$ cat src/rtl/voice_slot_scheduler.sv
// voice_slot_scheduler: round-robin time-sharing of one tone engine among N_REQ key request lines
// Each winner holds the engine for SLOT_CYCLES cycles, or until its key is released.
module voice_slot_scheduler #(
    parameter int N_REQ       = 10,
    parameter int IDX_W       = 4,
    parameter int SLOT_CYCLES = 1000,
    parameter int CNT_W       = 16
) (
    input  logic             clk,
    input  logic             rst_n,
    input  logic [N_REQ-1:0] req,
    input  logic             eng_ready,
    output logic             eng_valid,
    output logic [IDX_W-1:0] note_idx,
    output logic [N_REQ-1:0] grant,
    output logic             slot_end,
    output logic             busy
);
    typedef enum logic [1:0] {IDLE, ISSUE, PLAY} state_t;
    localparam logic [IDX_W:0]   NR   = (IDX_W+1)'(N_REQ);
    localparam logic [IDX_W-1:0] LAST = IDX_W'(N_REQ-1);
    state_t           state;
    logic [IDX_W-1:0] ptr, off, win;
    logic [IDX_W:0]   sum;
    logic [N_REQ-1:0] rot;
    logic [CNT_W-1:0] cnt;
    logic             hit;
    // rotate req so bit ptr lands at position 0, then take the first set bit
    assign rot = N_REQ'({req, req} >> ptr);
    always_comb begin
        hit = 1'b0;
        off = '0;
        for (int i = 0; i < N_REQ; i++) begin
            if (!hit && rot[i]) begin
                hit = 1'b1;
                off = IDX_W'(i);
            end
        end
    end
    assign sum      = {1'b0, ptr} + {1'b0, off};
    assign win      = sum >= NR ? IDX_W'(sum - NR) : IDX_W'(sum);
    assign slot_end = (state == PLAY) && (cnt == '0 || !req[note_idx]);
    always_ff @(posedge clk or negedge rst_n) begin
        if (!rst_n) begin
            state     <= IDLE;
            eng_valid <= 1'b0;
            grant     <= '0;
            busy      <= 1'b0;
            note_idx  <= '0;
            ptr       <= '0;
            cnt       <= '0;
        end else begin
            case (state)
                IDLE: if (hit) begin
                    grant     <= N_REQ'(1) << win;
                    note_idx  <= win;
                    eng_valid <= 1'b1;
                    busy      <= 1'b1;
                    state     <= ISSUE;
                end
                ISSUE: if (eng_ready) begin
                    eng_valid <= 1'b0;
                    cnt       <= CNT_W'(SLOT_CYCLES-1);
                    state     <= PLAY;
                end
                PLAY: if (slot_end) begin
                    grant <= '0;
                    busy  <= 1'b0;
                    ptr   <= note_idx == LAST ? '0 : note_idx + 1'b1;
                    state <= IDLE;
                end else begin
                    cnt <= cnt - 1'b1;
                end
                default: state <= IDLE;
            endcase
        end
    end
endmodule

$ cat config.mk
export PLATFORM = sky130hd
export DESIGN_NAME = voice_slot_scheduler
export DESIGN_NICKNAME = d
export VERILOG_FILES = /design/src/rtl/voice_slot_scheduler.sv
export SDC_FILE = /design/constraint.sdc
export NUM_CORES = 1
export LEC_CHECK = 0
export CORE_UTILIZATION = 53
export CTS_BUF_LIST = sky130_fd_sc_hd__clkbuf_4 sky130_fd_sc_hd__clkbuf_8 sky130_fd_sc_hd__clkbuf_16
export DETAILED_ROUTE_END_ITERATION = 6
export GPL_TIMING_DRIVEN = 1
export HOLD_SLACK_MARGIN = 0.05
export PLACE_DENSITY = 0.85
export SYNTH_ARGS = -nofsm -noshare
export SYNTH_HDL_FRONTEND = slang
export SYNTH_SLANG_ARGS = --single-unit
$ cat constraint.sdc
create_clock -name clk -period 4.75 [get_ports clk]
set_clock_uncertainty 0.2 [all_clocks]
set_input_delay 0.95 -clock clk [delete_from_list [all_inputs] [get_ports clk]]
set_output_delay 0.95 -clock clk [all_outputs]
set_load 0.005 [all_outputs]
==> metrics.csv <==
stage,metric,value,unit
outcome,outcome,finished with violations,
outcome,violations,negative setup slack,
die,die_y,79.1,µm
finish,nFillCells,367,
clock_network,clkTransAtPathRegs,0.08,ns
hold_path,worstHoldStart,busy,
placement,port_buffers,29,
hold_path,hp-class,reg2reg,
die,die_w,79.1,µm
setup_path,cp-startpoint,req[5],
setup_path,start_kind,input pin,
pwr,leakage,1.89,nW
die,rows,27,
pwr,power.density,731,mW/mm²
synthesis,netlist_area,0.00315,mm²
route,viasPerCell,6.13,
global_routing,grt_pass1_wl,15300,µm
synthesis,synth_edf_count,0,
placement,place.gp.congestion,0.966,
route,met3WireLength,492,µm
timing,slew_headroom,31.6,%
route,ant_nets,0,
timing,rsz0062_at_grt,true,
clock_network,clock_path_buffers,2,
global_routing,grt_pass1_vias,3150,
timing,slew_viol_final,0,
die,ios,30,
global_routing,grtUsageTotal,31.4,%
synthesis,ys_warn_count,0,
timing,fin_crit_sh,109,%
synthesis,synth_area_per_cell,9.27,µm²
timing,hold_slack,0.281,ns
pwr,p_switching,1.40,mW
route,num_vias,3127,
route,first_pass_iters,5,
synthesis,synth.distinct_cells,67,
synthesis,yosysSeqAreaShare,30.2,%
synthesis,synthCells,340,
clock_network,hold_buffers,0,
die,core_area,0.00561,mm²
global_routing,grt_max_degree,39,
clock_network,clk_latency,0.29,ns
clock_network,tritoncts,done,
route,drt_iter0_markers,298,
timing,max_freq,0.193,GHz
pwr,switching_share,44.4,%
clock_network,cts.sinks,38,
setup_path,reg2reg_from,ptr[3],
route,wl_met1,4130,µm
placement,hpwl,6770,µm
pwr,clkPwrFrac,6.7,%
synthesis,synthArstFlopShare,100,%
placement,dp_cells,488,
finish,finalNetCount,458,
timing,period_needed,5.18,ns
setup_path,endpoint_kind,flip-flop,
finish,stdcell_count,510,
synthesis,synthesis.nets,360,
timing,setup_viol,13,
route,drcViolationCount,0,
pwr,internal_power,1.75,mW
run,maxCapViolCount,0,
die,initial_core_util,56.2,%
setup_path,required,4.72,ns
clock_network,clockRootBuffer,clkbuf_8,
die,die_area,0.00626,mm²
finish,drive_above_1_share,37.4,%
route,top_layer_used,met4,
pwr,power.total,3.15,mW
route,wl,9700,µm
global_routing,gr-total-overflow,0,
timing,finalHoldViolations,0,
finish,diodes,0,
finish,syn2layout_area_growth,36.4,%
pwr,seqPwrFrac,15.7,%
route,route.met2.wl,4940,µm
global_routing,antenna_found_initial,0,
setup_path,path_max_fanout,4,
timing,tns,-4.76,ns
synthesis,ys_seq_elements,38,
setup_path,timing_worst_setup_path_type,in2reg,
pwr,p_comb_share,77.6,%
setup_path,arrival,5.15,ns
clock_network,ctsHtreeMaxLevel,2,
synthesis,synth_ff_type,dfrtp_1,
timing,setup_ws,-0.430,ns
clock_network,cts_buffers,5,
timing,tightest_slew,1.01,ns
route,wire_per_inst,19.0,µm
pwr,peakVddDrop,0.000683,V
layout make-up:
class	count	area, µm²	share of cell area (%)
repair buffers	110	916	21.3
clock buffers	5	68.8	1.60
flip-flops and latches	38	952	22.1
inverters	16	62.6	1.45
multi-input cells	267	2200	51.2
clock inverters	2	10.0	0.233
well taps	72	90.1	2.09
cells in the final DEF (no fill, tap or decap), types with 4 or more instances in the layout:
cell type        netlist  layout
buf_4                  1      75
dfrtp_1               38      37
nand2_1               35      34
nor2_1                32      32
mux2i_1               21      19
clkdlybuf4s50_1        0      18
nand3_1               15      14
xor2_1                13      13
inv_1                 14      13
mux2_4                 2      10
mux2_2                16      10
buf_6                  5      10
a21oi_1               10       9
mux4_2                 7       7
nor3_1                 6       6
o21ai_0                6       6
a32o_1                 7       6
nand2b_1               5       5
nor2b_1                6       5
nand4b_1               5       5
clkbuf_8               0       5
buf_2                  1       5
and2_1                 4       4
xnor2_1                5       4
ha_1                   6       4
sequential cells by signal (all words and copies together), names as in the netlist:
name and flops:
ptr 4, note_idx 4, busy 1, cnt 16, grant 10, state 2
eng_valid 1
per-stage QoR:
step	setup WS (ns)	instance area (µm²)	util (%)
after floorplan	-0.475	3210	-
after global placement	-1.01	3970	70.8
after detailed placement	-1.23	3970	70.8
after CTS	-0.378	4200	74.9
after global routing	-0.570	4300	76.7
final	-0.430	4300	76.7
power by group through the flow:
stage,clock [mW],combinational [mW],sequential (mW)
3_3_place_gp,0,1.93,0.489
2_1_floorplan,0,1.28,0.452
5_1_grt,0.229,2.59,0.502
4_1_cts,0.212,2.25,0.487
6_report,0.211,2.44,0.494
3_5_place_dp,0,2.01,0.492
final timing paths:
path                                to  slack, ns  cells after the start
setup / recovery           note_idx[2]      -0.43                     20
hold / removal                    busy       0.28                      2
setup reg to reg           note_idx[2]      -0.27                     20
hold reg to reg                   busy       0.28                      2
max in group asynchronous       ptr[3]       3.19                      1
min in group asynchronous     grant[6]       0.56                      1
kinds of logic (layout without fill, tap and decap cells):
| kind of cell | Yosys count | count (layout) | synth area share, % |
|---|---|---|---|
| AND/OR/NAND/NOR | 135 | 135 | 22.5 |
| AO/OA/AOI/OAI | 59 | 59 | 14.4 |
| multiplexers | 48 | 48 | 19.1 |
| flip-flops | 38 | 38 | 30.2 |
| buffers and inverters | 35 | 133 | 5.91 |
| XOR/XNOR | 18 | 18 | 5.00 |
| adder cells (fa/ha/maj) | 7 | 7 | 3.02 |
worst max-delay path: stages:
cell	delay, ns
buf_2	0.12
mux2i_1	0.21
mux4_2	0.30
a222oi_1	0.10
buf_4	0.16
or3_4	0.33
or4_1	0.51
a31o_2	0.25
o311ai_2	0.08
ha_2	0.25
fa_2	0.46
inv_4	0.09
ha_4	0.13
inv_2	0.04
a31o_4	0.20
a211oi_2	0.21
a31oi_2	0.10
nand2b_1	0.21
and2_1	0.17
mux2_2	0.27
cell usage after synthesis (3+ instances only):
cell type	instances	share of area [%]
inv_1	14	1.7
mux2_2	16	5.7
buf_6	5	1.8
mux2i_1	21	6.7
clkbuf_1	10	1.2
and2_1	4	0.79
a211oi_1	6	1.4
dfrtp_1	38	30
o21ai_0	6	0.95
xor2_1	13	3.6
a31oi_1	6	1.2
nand3_1	15	2.4
nor3_1	6	0.95
nor3b_1	3	0.71
nand2_1	35	4.2
ha_1	6	2.4
xnor2_1	5	1.4
o2bb2ai_1	3	0.83
nand4b_1	5	1.4
a32o_1	7	2.2
nor2b_1	6	1.2
nand2b_1	5	0.99
mux4_2	7	5.0
a21oi_1	10	1.6
or3_1	3	0.60
nor2_1	32	3.8
per-layer routing:
metal | track usage, % | up-vias
met1 | 41.8 | 1556
met4 | 6.91 | 0
li1 | - | 1437
met2 | 53.9 | 119
met5 | 0 | -
met3 | 4.71 | 15
what timing repair did:
item	in CTS	in global routing
endpoints found under the hold margin	0	0
cloned	0	0
resized for setup	71	15
buffers inserted	11	7
pin swaps	16	18
setup endpoints to repair	13	13
Note: power is estimated with default switching activity, not from simulation.
